$ cat src/rtl/slot_request_controller.sv
// Parking-lot slot arbiter: serves entry/exit requests against the live occupancy vector,
// strobes a one-hot toggle mask for the capacity register and then holds the gate open.
module slot_request_controller #(
    parameter int unsigned N_SLOTS     = 8,
    parameter int unsigned GATE_CYCLES = 4
) (
    input  logic               clk_i,
    input  logic               rst_ni,
    input  logic               enter_req_i,
    input  logic               exit_req_i,
    input  logic [2:0]         exit_slot_i,
    input  logic [N_SLOTS-1:0] capacity_i,
    output logic [N_SLOTS-1:0] park_location_o,
    output logic               loc_valid_o,
    output logic [2:0]         grant_slot_o,
    output logic               enter_ack_o,
    output logic               enter_nack_o,
    output logic               exit_ack_o,
    output logic               exit_nack_o,
    output logic               gate_open_o,
    output logic [3:0]         free_count_o,
    output logic               full_o
);

    localparam int unsigned GateCntW = (GATE_CYCLES > 1) ? $clog2(GATE_CYCLES) : 1;
    localparam logic [GateCntW-1:0] GateLast = GateCntW'(GATE_CYCLES - 1);

    typedef enum logic [2:0] {
        StIdle,
        StUpdate,
        StSettle,
        StGate,
        StReject
    } state_e;

    state_e               state_q, state_d;
    logic [GateCntW-1:0]  gate_cnt_q, gate_cnt_d;
    logic [N_SLOTS-1:0]   park_q, park_d;
    logic                 loc_valid_q, loc_valid_d;
    logic [2:0]           grant_q, grant_d;
    logic                 enter_ack_q, enter_ack_d;
    logic                 enter_nack_q, enter_nack_d;
    logic                 exit_ack_q, exit_ack_d;
    logic                 exit_nack_q, exit_nack_d;
    logic                 gate_open_q, gate_open_d;
    logic [3:0]           free_count_q, free_count_d;
    logic                 full_q, full_d;

    logic                 free_found;
    logic [2:0]           free_idx;
    logic [7:0]           cap_pad;
    logic                 exit_in_range;
    logic                 exit_valid;

    // Lowest free slot and free-slot count; only the N_SLOTS real bits take part.
    always_comb begin
        free_found   = 1'b0;
        free_idx     = '0;
        free_count_d = '0;
        for (int unsigned i = 0; i < N_SLOTS; i++) begin
            if (!capacity_i[i]) begin
                free_count_d = free_count_d + 4'd1;
                if (!free_found) begin
                    free_found = 1'b1;
                    free_idx   = 3'(i);
                end
            end
        end
        full_d = (free_count_d == 4'd0);
    end

    // Pad to 8 bits so any 3-bit exit_slot index is in range of the vector.
    always_comb begin
        cap_pad       = 8'(capacity_i);
        exit_in_range = ({29'd0, exit_slot_i} < N_SLOTS);
        exit_valid    = exit_in_range && cap_pad[exit_slot_i];
    end

    always_comb begin
        state_d      = state_q;
        gate_cnt_d   = gate_cnt_q;
        grant_d      = grant_q;
        park_d       = '0;
        loc_valid_d  = 1'b0;
        enter_ack_d  = 1'b0;
        enter_nack_d = 1'b0;
        exit_ack_d   = 1'b0;
        exit_nack_d  = 1'b0;
        gate_open_d  = 1'b0;

        unique case (state_q)
            StIdle: begin
                // Exit has priority: it frees space, and a held entry is seen again later.
                if (exit_req_i) begin
                    if (exit_valid) begin
                        state_d     = StUpdate;
                        park_d      = N_SLOTS'(1) << exit_slot_i;
                        loc_valid_d = 1'b1;
                        grant_d     = exit_slot_i;
                        exit_ack_d  = 1'b1;
                    end else begin
                        state_d     = StReject;
                        exit_nack_d = 1'b1;
                    end
                end else if (enter_req_i) begin
                    if (free_found) begin
                        state_d     = StUpdate;
                        park_d      = N_SLOTS'(1) << free_idx;
                        loc_valid_d = 1'b1;
                        grant_d     = free_idx;
                        enter_ack_d = 1'b1;
                    end else begin
                        state_d      = StReject;
                        enter_nack_d = 1'b1;
                    end
                end
            end
            StUpdate: begin
                state_d = StSettle;
            end
            StSettle: begin
                state_d     = StGate;
                gate_cnt_d  = '0;
                gate_open_d = 1'b1;
            end
            StGate: begin
                if (gate_cnt_q == GateLast) begin
                    state_d = StIdle;
                end else begin
                    gate_cnt_d  = gate_cnt_q + GateCntW'(1);
                    gate_open_d = 1'b1;
                end
            end
            StReject: begin
                state_d = StIdle;
            end
            default: begin
                state_d = StIdle;
            end
        endcase
    end

    always_ff @(posedge clk_i) begin
        if (!rst_ni) begin
            state_q      <= StIdle;
            gate_cnt_q   <= '0;
            park_q       <= '0;
            loc_valid_q  <= 1'b0;
            grant_q      <= '0;
            enter_ack_q  <= 1'b0;
            enter_nack_q <= 1'b0;
            exit_ack_q   <= 1'b0;
            exit_nack_q  <= 1'b0;
            gate_open_q  <= 1'b0;
            free_count_q <= '0;
            full_q       <= 1'b0;
        end else begin
            state_q      <= state_d;
            gate_cnt_q   <= gate_cnt_d;
            park_q       <= park_d;
            loc_valid_q  <= loc_valid_d;
            grant_q      <= grant_d;
            enter_ack_q  <= enter_ack_d;
            enter_nack_q <= enter_nack_d;
            exit_ack_q   <= exit_ack_d;
            exit_nack_q  <= exit_nack_d;
            gate_open_q  <= gate_open_d;
            free_count_q <= free_count_d;
            full_q       <= full_d;
        end
    end

    assign park_location_o = park_q;
    assign loc_valid_o     = loc_valid_q;
    assign grant_slot_o    = grant_q;
    assign enter_ack_o     = enter_ack_q;
    assign enter_nack_o    = enter_nack_q;
    assign exit_ack_o      = exit_ack_q;
    assign exit_nack_o     = exit_nack_q;
    assign gate_open_o     = gate_open_q;
    assign free_count_o    = free_count_q;
    assign full_o          = full_q;

    a_park_onehot: assert property (@(posedge clk_i) loc_valid_o |-> $onehot(park_location_o));
    a_park_idle:   assert property (@(posedge clk_i) !loc_valid_o |-> (park_location_o == '0));
    a_resp_excl:   assert property (@(posedge clk_i)
        $onehot0({enter_ack_o, enter_nack_o, exit_ack_o, exit_nack_o}));

endmodule

$ cat config.mk
export PLATFORM = sky130hd
export DESIGN_NAME = slot_request_controller
export DESIGN_NICKNAME = d
export VERILOG_FILES = /design/src/rtl/slot_request_controller.sv
export SDC_FILE = /design/constraint.sdc
export NUM_CORES = 1
export LEC_CHECK = 0
export CAP_MARGIN = 25
export CORE_UTILIZATION = 45
export DETAILED_ROUTE_END_ITERATION = 12
export GPL_TIMING_DRIVEN = 0
export PLACE_DENSITY = 0.69
export SYNTH_ARGS = -nofsm -noshare
export SYNTH_HDL_FRONTEND = slang
export SYNTH_SLANG_ARGS = --single-unit
$ cat constraint.sdc
create_clock -name clk_i -period 9.08 [get_ports clk_i]
set_clock_uncertainty 0.15 [all_clocks]
set_input_delay 1.816 -clock clk_i [delete_from_list [all_inputs] [get_ports clk_i]]
set_output_delay 1.816 -clock clk_i [all_outputs]
set_load 0.05 [all_outputs]
==> run_results.csv <==
group,metric,value,unit
yosys,syn_inst,259,
clock_tree,cts_resized,0,
cells_and_area,final_common_cell,"clkdlybuf4s50_1",
clock_tree,insertion_delay,0.27,ns
sta,hold_ws,0.375,ns
clock_tree,clkTransAtPathRegs,0.10,ns
sta,tightest_slew,0.499,ns
floorplan,initial_core_util,46.6,%
worst_hold_path,hp-class,"flop to flop",
floorplan,pin_count,37,
sta,clock.fmax,164,MHz
placement,hpwl,3.68,mm
run_status,status,"finished clean",
clock_tree,cts.root.buffer_cell,"clkbuf_8",
yosys,yosysTopAreaCell,"dfxtp_1",
yosys,synth-main-ff-cell,"dfxtp_1",
cells_and_area,area_growth,20.1,%
cells_and_area,antenna_cells,0,
cells_and_area,fin_nets,321,
worst_setup_path,reg2regPathDepth,4,
floorplan,rows,25,
worst_setup_path,path_common_cell,"ha_1",
clock_tree,cts_tree,"done",
floorplan,core,4720,sq um
cells_and_area,multi_input_area,1510,sq um
clock_tree,postCtsSetupBuffers,0,
global_route,first_global_vias,1704,
detailed_routing,via_per_inst,5.33,
cells_and_area,final_cell_mix,"31 x clkdlybuf4s50_1, 27 x dfxtp_1, 22 x nor2_1",
yosys,seq_area_frac_synth,24.5,%
floorplan,die_area,5180,sq um
sta,rsz0062_at_grt,"false",
clock_tree,ctsHoldBuffers,0,
floorplan,die_w,72.0,um
worst_setup_path,crit_path_top_delay_cell,"clkdlybuf4s50_1",
sta,finalCritPeriodShare,67.3,%
yosys,synth_area_leaders,"dfxtp_1 25%, ha_1 6.2%, xnor2_1 4.0%",
floorplan,die_h,72.0,um
clock_tree,cts_buffers,3,
sta,hold_viol,0,
yosys,synth_edf_count,0,
yosys,async_reset_ff_share,0,%
worst_setup_path,crit_required,9.10,ns
worst_setup_path,cp_max_fo,7,
global_route,overflow,0,
cells_and_area,ff_latch_area,541,sq um
clock_tree,cts.sinks,27,
global_route,track_usage,17.6,%
detailed_routing,remaining_drc_errors,0,
worst_setup_path,worstSetupPathType,"primary input to flop",
run,cap_violations,0,
cells_and_area,fillers,449,
worst_hold_path,min_path_cells,1,
detailed_routing,drt-wirelength-per-cell,12.8,um
worst_setup_path,critPathCaptureType,"flop",
yosys,synth_nets,285,
yosys,synth_area_per_cell,8.51,sq um
yosys,ys_warn_count,0,
power_and_ir_drop,power_density,160,nW/um^2
power_and_ir_drop,leakage,1.06,nW
worst_setup_path,critPathMaxStageDelay,0.56,ns
yosys,ys_types,60,
power_and_ir_drop,irDropWorstVdd,0.0640,mV
sta,finalSetupViolCount,0,
global_route,grt_pass1_wl,7.36,mm
sta,final.min_clock_period,6.11,ns
placement,place_congestion,0.800,
detailed_routing,routed_wl,4.61,mm
worst_setup_path,worstPathArrival,6.13,ns
yosys,netlist_area,2200,sq um
detailed_routing,num_vias,1925,
worst_setup_path,startpoint_type,"primary input",
placement,port_buffers,31,
cells_and_area,layout-drive-gt1-share,12.2,%
worst_setup_path,crit_chain,"clkdlybuf4s50_1, inv_1, ha_1, buf_6, xnor2_2, xnor2_1, ha_1, o21a_1, or3_1, nand2_1, nor2_1, a21oi_1, ha_1, nor2_1, a21oi_1, ha_1, nor2_1, a41oi_2, and3b_1, mux2_4",
yosys,synth_top_area_share,24.5,%
sta,tns,0,ns
sta,max_slew_margin,66.7,%
detailed_routing,drt-pass1-iter-count,4,
yosys,synth_seq_cells,27,
global_route,antenna_found_initial,0,
detailed_routing,drt.antenna.violating_nets,0,
detailed_routing,drt_iter0_markers,87,
global_route,grt_max_degree,17,
sta,slew_violations,0,
clock_tree,h-tree-depth,1,
clock_tree,clockBufferDepth,2,
-- synth_stat cells, types with 3 or more instances --
| library cell | count |
|---|---|
| nor3_1 | 7 |
| o31a_1 | 3 |
| or3_1 | 4 |
| ha_1 | 11 |
| o21ai_0 | 9 |
| dfxtp_1 | 27 |
| nor2_1 | 22 |
| nand2_1 | 20 |
| and3_1 | 6 |
| inv_1 | 13 |
| nand2b_1 | 8 |
| nand4_1 | 3 |
| buf_6 | 3 |
| a32oi_1 | 4 |
| nand3_1 | 6 |
| o21a_1 | 4 |
| xnor2_2 | 3 |
| mux2i_1 | 5 |
| buf_2 | 6 |
| o211a_1 | 3 |
| and2_1 | 3 |
| nor2b_1 | 12 |
| a21oi_1 | 15 |
| xnor2_1 | 10 |
| clkbuf_1 | 7 |
-- metrics by stage --
stage                     instance area, sq um  total power (W)  setup WS [ns]  instances  util, %
after CTS                                 2650         0.000426           2.98        361     56.0
final                                     2650         0.000425           2.97        361     56.0
after global placement                    2600         0.000357           2.77        357     55.0
after global routing                      2650         0.000448           2.78        361     56.0
after detailed placement                  2600         0.000360           2.69        357     55.0
after floorplan                           2200         0.000310           3.65        259        -
-- metal layers --
layer / up-vias / share of wire, % / global-route usage (%)
met3: 6 / 4.0 / 2.64
met1: 876 / 45 / 20.6
met5: - / 0 / 0
met4: 0 / 1.0 / 4.36
met2: 49 / 50 / 33.4
li1: 994 / - / -
-- cells by family (layout without fill, tap and decap cells) --
kind of cell	count (synthesis)	after routing	share of synthesized area (%)
AOI/OAI and AO/OA	59	59	20.5
xor gates and xnor gates	19	19	11.2
adders and majority gates	11	11	6.25
buffers and inverters	32	67	6.81
DFF	27	27	24.5
muxes	11	11	6.70
and+or+nand+nor	100	100	24.0
-- sequential cells by signal (all words and copies together) (netlist names) --
| name | cells |
|---|---|
| enter_nack_o | 1 |
| loc_valid_o | 1 |
| gate_open_o | 1 |
| exit_ack_o | 1 |
| state_q | 3 |
| free_count_o | 4 |
| enter_ack_o | 1 |
| grant_slot_o | 3 |
| park_location_o | 8 |
| full_o | 1 |
| exit_nack_o | 1 |
| gate_cnt_q | 2 |
-- cell type report --
class	instances	area share (%)
Multi-Input combinational cell	200	57.2
Sequential cell	27	20.4
Timing Repair Buffer	31	11.7
Buffer	18	3.69
Tap cell	67	3.17
Inverter	14	1.99
Clock buffer	3	1.56
Clock inverter	1	0.284
-- where the power goes --
part           internal (W)  switching (W)  total [W]  leakage [nW]
Clock             0.0000311      0.0000361  0.0000672        0.0217
Combinational     0.0000926       0.000129   0.000222         0.821
Sequential         0.000131     0.00000475   0.000135         0.220
Total              0.000254       0.000170   0.000425          1.06
-- final timing paths --
| kind | from | to | slack [ns] |
|---|---|---|---|
| setup / recovery | capacity_i[0] | full_o | 2.97 |
| hold reg to reg | grant_slot_o[2] | grant_slot_o[2] | 0.38 |
| hold / removal | grant_slot_o[2] | grant_slot_o[2] | 0.38 |
| setup reg to reg | state_q[0] | park_location_o[2] | 7.47 |
-- worst max-delay path, delay by kind of cell --
family	cells	cell delay [ns]
AOI/OAI and AO/OA	4	0.64
xor gates and xnor gates	2	0.52
adders and majority gates	4	1.22
buffers and inverters	3	0.80
muxes	1	0.25
and+or+nand+nor	6	0.90
(Power assumes the default switching activity.)
==> variant 1, RTL diff (config.mk and constraints unchanged) <==
Remove the register `free_count_q`: a continuous assignment takes its place, so the output `free_count_o` follows one clock earlier.
--- a/src/rtl/slot_request_controller.sv
+++ b/src/rtl/slot_request_controller.sv
@@ -154,3 +154,2 @@
             gate_open_q  <= 1'b0;
-            free_count_q <= '0;
             full_q       <= 1'b0;
@@ -167,3 +166,2 @@
             gate_open_q  <= gate_open_d;
-            free_count_q <= free_count_d;
             full_q       <= full_d;
@@ -171,2 +169,4 @@
     end
+
+    assign free_count_q = free_count_d;
 
Check against the original RTL: not equivalent (Yosys sat finds a counterexample within 4 cycles, from zero or initial values and one cycle with rst_ni low).
==> variant 1 against the unedited design <==
Critical endpoint is now free_count_o[3]; sequential cell count shrank 4; first-iteration DRC count shrank 11%; area after synthesis shrank 12%; total power is 7.8% lower; setup slack got worse by 2.5 ns; global-route usage grew 2.8 points; clock power decreased by 3%; final area is 10% lower; routed wire length is 5.8% lower; critical path type is now input pin to output port; utilization rose by 2.6 points.
==> variant 1: results <==
group,metric,value,unit
synth,syn-num-nets,266,
finish,nFillCells,390,
setup_path,worstPathMaxFanout,6,
power,ir_drop,0.118,mV
setup_path,r2r_cells,5,
setup_path,r2r_slack,7.03,ns
cts,cts.clk_slew.worst_paths,0.08,ns
synth,synth_mux_area_share,6.00,%
setup_path,worstReg2RegEnd,"park_location_o[7]$_SDFF_PN0_",
global_routing,grt_max_degree,14,
detailed_routing,routed_wl,4340,µm
finish,drive_above_1_share,5.05,%
synth,synthTopCellsByArea,"dfxtp_1 24%, ha_1 7.1%, nand2b_1 4.5%, xnor2_1 4.5%, nand2_1 4.5%",
synth,yosys-top-cells-count,"23 x dfxtp_1, 23 x nand2_1, 16 x nor2_1, 14 x nand2b_1",
sta,worstMarginPinSlew,0.681,ns
run_status,status,"completed",
placed_design,gp_congestion,0.815,
setup_path,path_delay_family,"buffers and inverters",
synth,synth_fa_ha_area_share,7.10,%
synth,synthXorXnorAreaFrac,11.7,%
finish,nets,304,
synth,synth_compound_area_share,20.8,%
setup_path,arrival,6.63,ns
placed_design,dpl-instance-area,0.00233,mm²
setup_path,endpoint,"free_count_o[3]",
variant 1: cell types whose count changed in the layout (fill, tap and decap cells not counted), moves of 4 or more:
cell / unedited run / this run
nor2b_1: 12 / 5
nand2b_1: 8 / 14
nor2_1: 22 / 16
and3_1: 6 / 2
dfxtp_1: 27 / 23
variant 1: logic make-up (layout without fill, tap and decap cells):
| kind of cell | Yosys count | in the layout |
|---|---|---|
| simple gates | 94 | 94 |
| compound gates | 59 | 59 |
| buf+inv | 26 | 63 |
| flops | 23 | 23 |
| xor+xnor | 18 | 18 |
| fa+ha+maj | 11 | 11 |
| mux | 9 | 9 |
variant 1: how the worst min path moves through the flow:
stage / from / endpoint / slack [ns] / cells after the start
final: grant_slot_o[0]$_SDFFE_PN0P_ / grant_slot_o[0]$_SDFFE_PN0P_ / 0.30 / 2
after global routing: grant_slot_o[0]$_SDFFE_PN0P_ / grant_slot_o[0]$_SDFFE_PN0P_ / 0.33 / 2
after CTS: grant_slot_o[0]$_SDFFE_PN0P_ / grant_slot_o[0]$_SDFFE_PN0P_ / 0.31 / 2
after detailed placement: grant_slot_o[0]$_SDFFE_PN0P_ / grant_slot_o[0]$_SDFFE_PN0P_ / 0.30 / 2
after global placement: grant_slot_o[0]$_SDFFE_PN0P_ / grant_slot_o[0]$_SDFFE_PN0P_ / 0.29 / 2
after floorplan: gate_cnt_q[1]$_SDFFE_PN0P_ / gate_cnt_q[1]$_SDFFE_PN0P_ / 0.30 / 2
variant 1: cell type report:
cell class / count / area (µm²) / area share [%]
Multi-Input combinational cell: 191 / 1380 / 57.9
Sequential cell: 23 / 460 / 19.4
Timing Repair Buffer: 33 / 330 / 13.9
Tap cell: 50 / 62.6 / 2.63
Buffer: 13 / 52.6 / 2.21
Inverter: 13 / 48.8 / 2.05
Clock buffer: 3 / 41.3 / 1.74
Clock inverter: 1 / 5.00 / 0.211
variant 1: metal layers:
metal	GRT usage (%)	up-vias	part of all wire, %
li1	-	947	-
met2	36.8	38	48
met1	25.3	846	47
met4	5.59	0	1.1
met5	0	-	0
met3	2.03	5	3.1
variant 1: per-stage QoR:
step	hold WS, ns	setup slack, ns	std cells	utilization [%]	power, mW
2_1_floorplan	0.298	1.64	240	-	0.275
3_3_place_gp	0.292	0.545	323	57.4	0.327
3_5_place_dp	0.296	0.494	323	57.4	0.328
4_1_cts	0.308	0.463	327	58.6	0.393
5_1_grt	0.334	0.0587	327	58.6	0.414
6_report	0.302	0.488	327	58.6	0.392
variant 1: power breakdown:
group	internal [mW]	switching (mW)	total [mW]
logic	0.0871	0.129	0.216
registers	0.107	0.00292	0.110
clock network	0.0307	0.0345	0.0652
total	0.225	0.167	0.392
==> variant 2, RTL diff (same settings) <==
Made on the original files. Change the parameter `N_SLOTS` from 8 to 4.
--- a/src/rtl/slot_request_controller.sv
+++ b/src/rtl/slot_request_controller.sv
@@ -3,3 +3,3 @@
 module slot_request_controller #(
-    parameter int unsigned N_SLOTS     = 8,
+    parameter int unsigned N_SLOTS     = 4,
     parameter int unsigned GATE_CYCLES = 4
Interface: changed (resized capacity_i and park_location_o); port bits go from 37 to 29. No check against the original RTL was run, so the function may have changed too.
==> variant 2 against the unedited design <==
Cell count is 51% lower; synthesized cell count fell by 55%; non-clock buffer count down 20; area after synthesis shrank 51%; critical path depth shrank 12; sequential power down 19%; via count fell by 52%; fmax rose by 65%; final area shrank 47%; setup slack improved by 2.4 ns; total power down 49%; utilization up 7.3 points; sequential cell count decreased by 4; highest routed layer unchanged; largest cell class unchanged; routed wire length is 54% lower.
==> variant 2: results <==
group,metric,value,unit
cts,cts_setup_buffers,0,
finish,nMultiInputCombCells,84,
min_path,whs_endpoint,"grant_slot_o[1]$_SDFFE_PN0P_",
placed_design,post-dp-hpwl,1670,µm
finish,inv_count,8,
setup_path,r2r_slack,7.20,ns
detailed_routing,wl_per_cell,11.9,µm
sta,worstMarginPinSlew,0.689,ns
setup_path,r2r_cells,3,
finish,nets,165,
synth,yosys-top-cells-count,"23 x dfxtp_1, 13 x nor2_1, 7 x inv_1, 6 x nand2_1, 6 x nand2b_1",
power,power_leakage,0.572,nW
synth,synth-edff-count,0,
finish,clk_share,1.95,%
finish,drive_above_1_share,7.43,%
finish,layout.cells.non_filler,176,
setup_path,arrival,3.77,ns
run_status,status,"completed",
finish,seq_cell_count,23,
setup_path,worstReg2RegEnd,"park_location_o[3]$_SDFF_PP0_",
setup_path,worstPathMaxFanout,5,
finish,n_all_buffers,29,
cts,cts.clk_slew.worst_paths,0.12,ns
min_path,min_from,"grant_slot_o[1]$_SDFFE_PN0P_",
placed_design,portBuffers,27,
placed_design,place_ws,5.01,ns
finish,final-nonclk-buf-share,20.0,%
min_path,holdPathStages,2,
global_routing,grt_pass1_wl,3530,µm
global_routing,grt_max_degree,14,
synth,synthTopCellsByArea,"dfxtp_1 43%, ha_1 5.8%, nor2_1 4.5%, mux2i_1 3.7%, nand2b_1 3.5%",
synth,syn-num-nets,133,
synth,synth.distinct_cells,38,
global_routing,grt_pass1_vias,842,
synth,ys_seq_area_share,42.6,%
global_routing,use_met1,22.3,%
power,ir_drop,0.0988,mV
global_routing,use_met2,30.5,%
cts,clk_latency,0.31,ns
cts,cts_root_buf,"clkbuf_4",
synth,avgSynthCellArea,9.24,µm²
finish,multi_input_area,578,µm²
-- variant 2: changes by cell type in the layout (fill, tap and decap cells not counted), moves of 5 or more --
cell      unedited run  this run
xnor2_1             10         2
inv_1               13         7
a21oi_1             15         1
nor2_1              22        13
ha_1                11         5
nor2b_1             12         3
nand2_1             20         6
buf_2                6         1
clkbuf_1             7         0
-- variant 2: through the flow --
step | hold slack, ns | cell area [µm²]
6_report | 0.346 | 1410
5_1_grt | 0.360 | 1410
4_1_cts | 0.351 | 1410
3_5_place_dp | 0.332 | 1390
3_3_place_gp | 0.322 | 1390
2_1_floorplan | 0.313 | 1080
-- variant 2: worst max-delay path, stage by stage --
cell and delay [ns]:
clkdlybuf4s50_1 0.53, inv_1 0.06, ha_1 0.37, xnor2_1 0.25
ha_1 0.25, nor3_1 0.07, a31o_2 0.21, o2111a_1 0.22
-- variant 2: cells by family after synthesis --
family | count (synthesis) | share of synthesized area [%]
AO/OA/AOI/OAI | 24 | 17.1
XOR/XNOR | 3 | 2.43
adder cells (fa/ha/maj) | 5 | 5.79
buffers and inverters | 10 | 3.94
flip-flops | 23 | 42.6
multiplexers | 6 | 6.13
other | 1 | 0.347
AND/OR/NAND/NOR | 45 | 21.6
-- variant 2: report_power, final --
part	internal [mW]	switching [mW]	total [mW]	leakage, nW
logic	0.0238	0.0365	0.0603	0.366
clock network	0.0165	0.0301	0.0465	0.0177
registers	0.107	0.00299	0.110	0.188
-- variant 2: layer usage --
metal	vias up	wire [µm]
met2	16	984
met4	0	48
li1	478	-
met5	-	0
met1	417	1020
met3	5	44
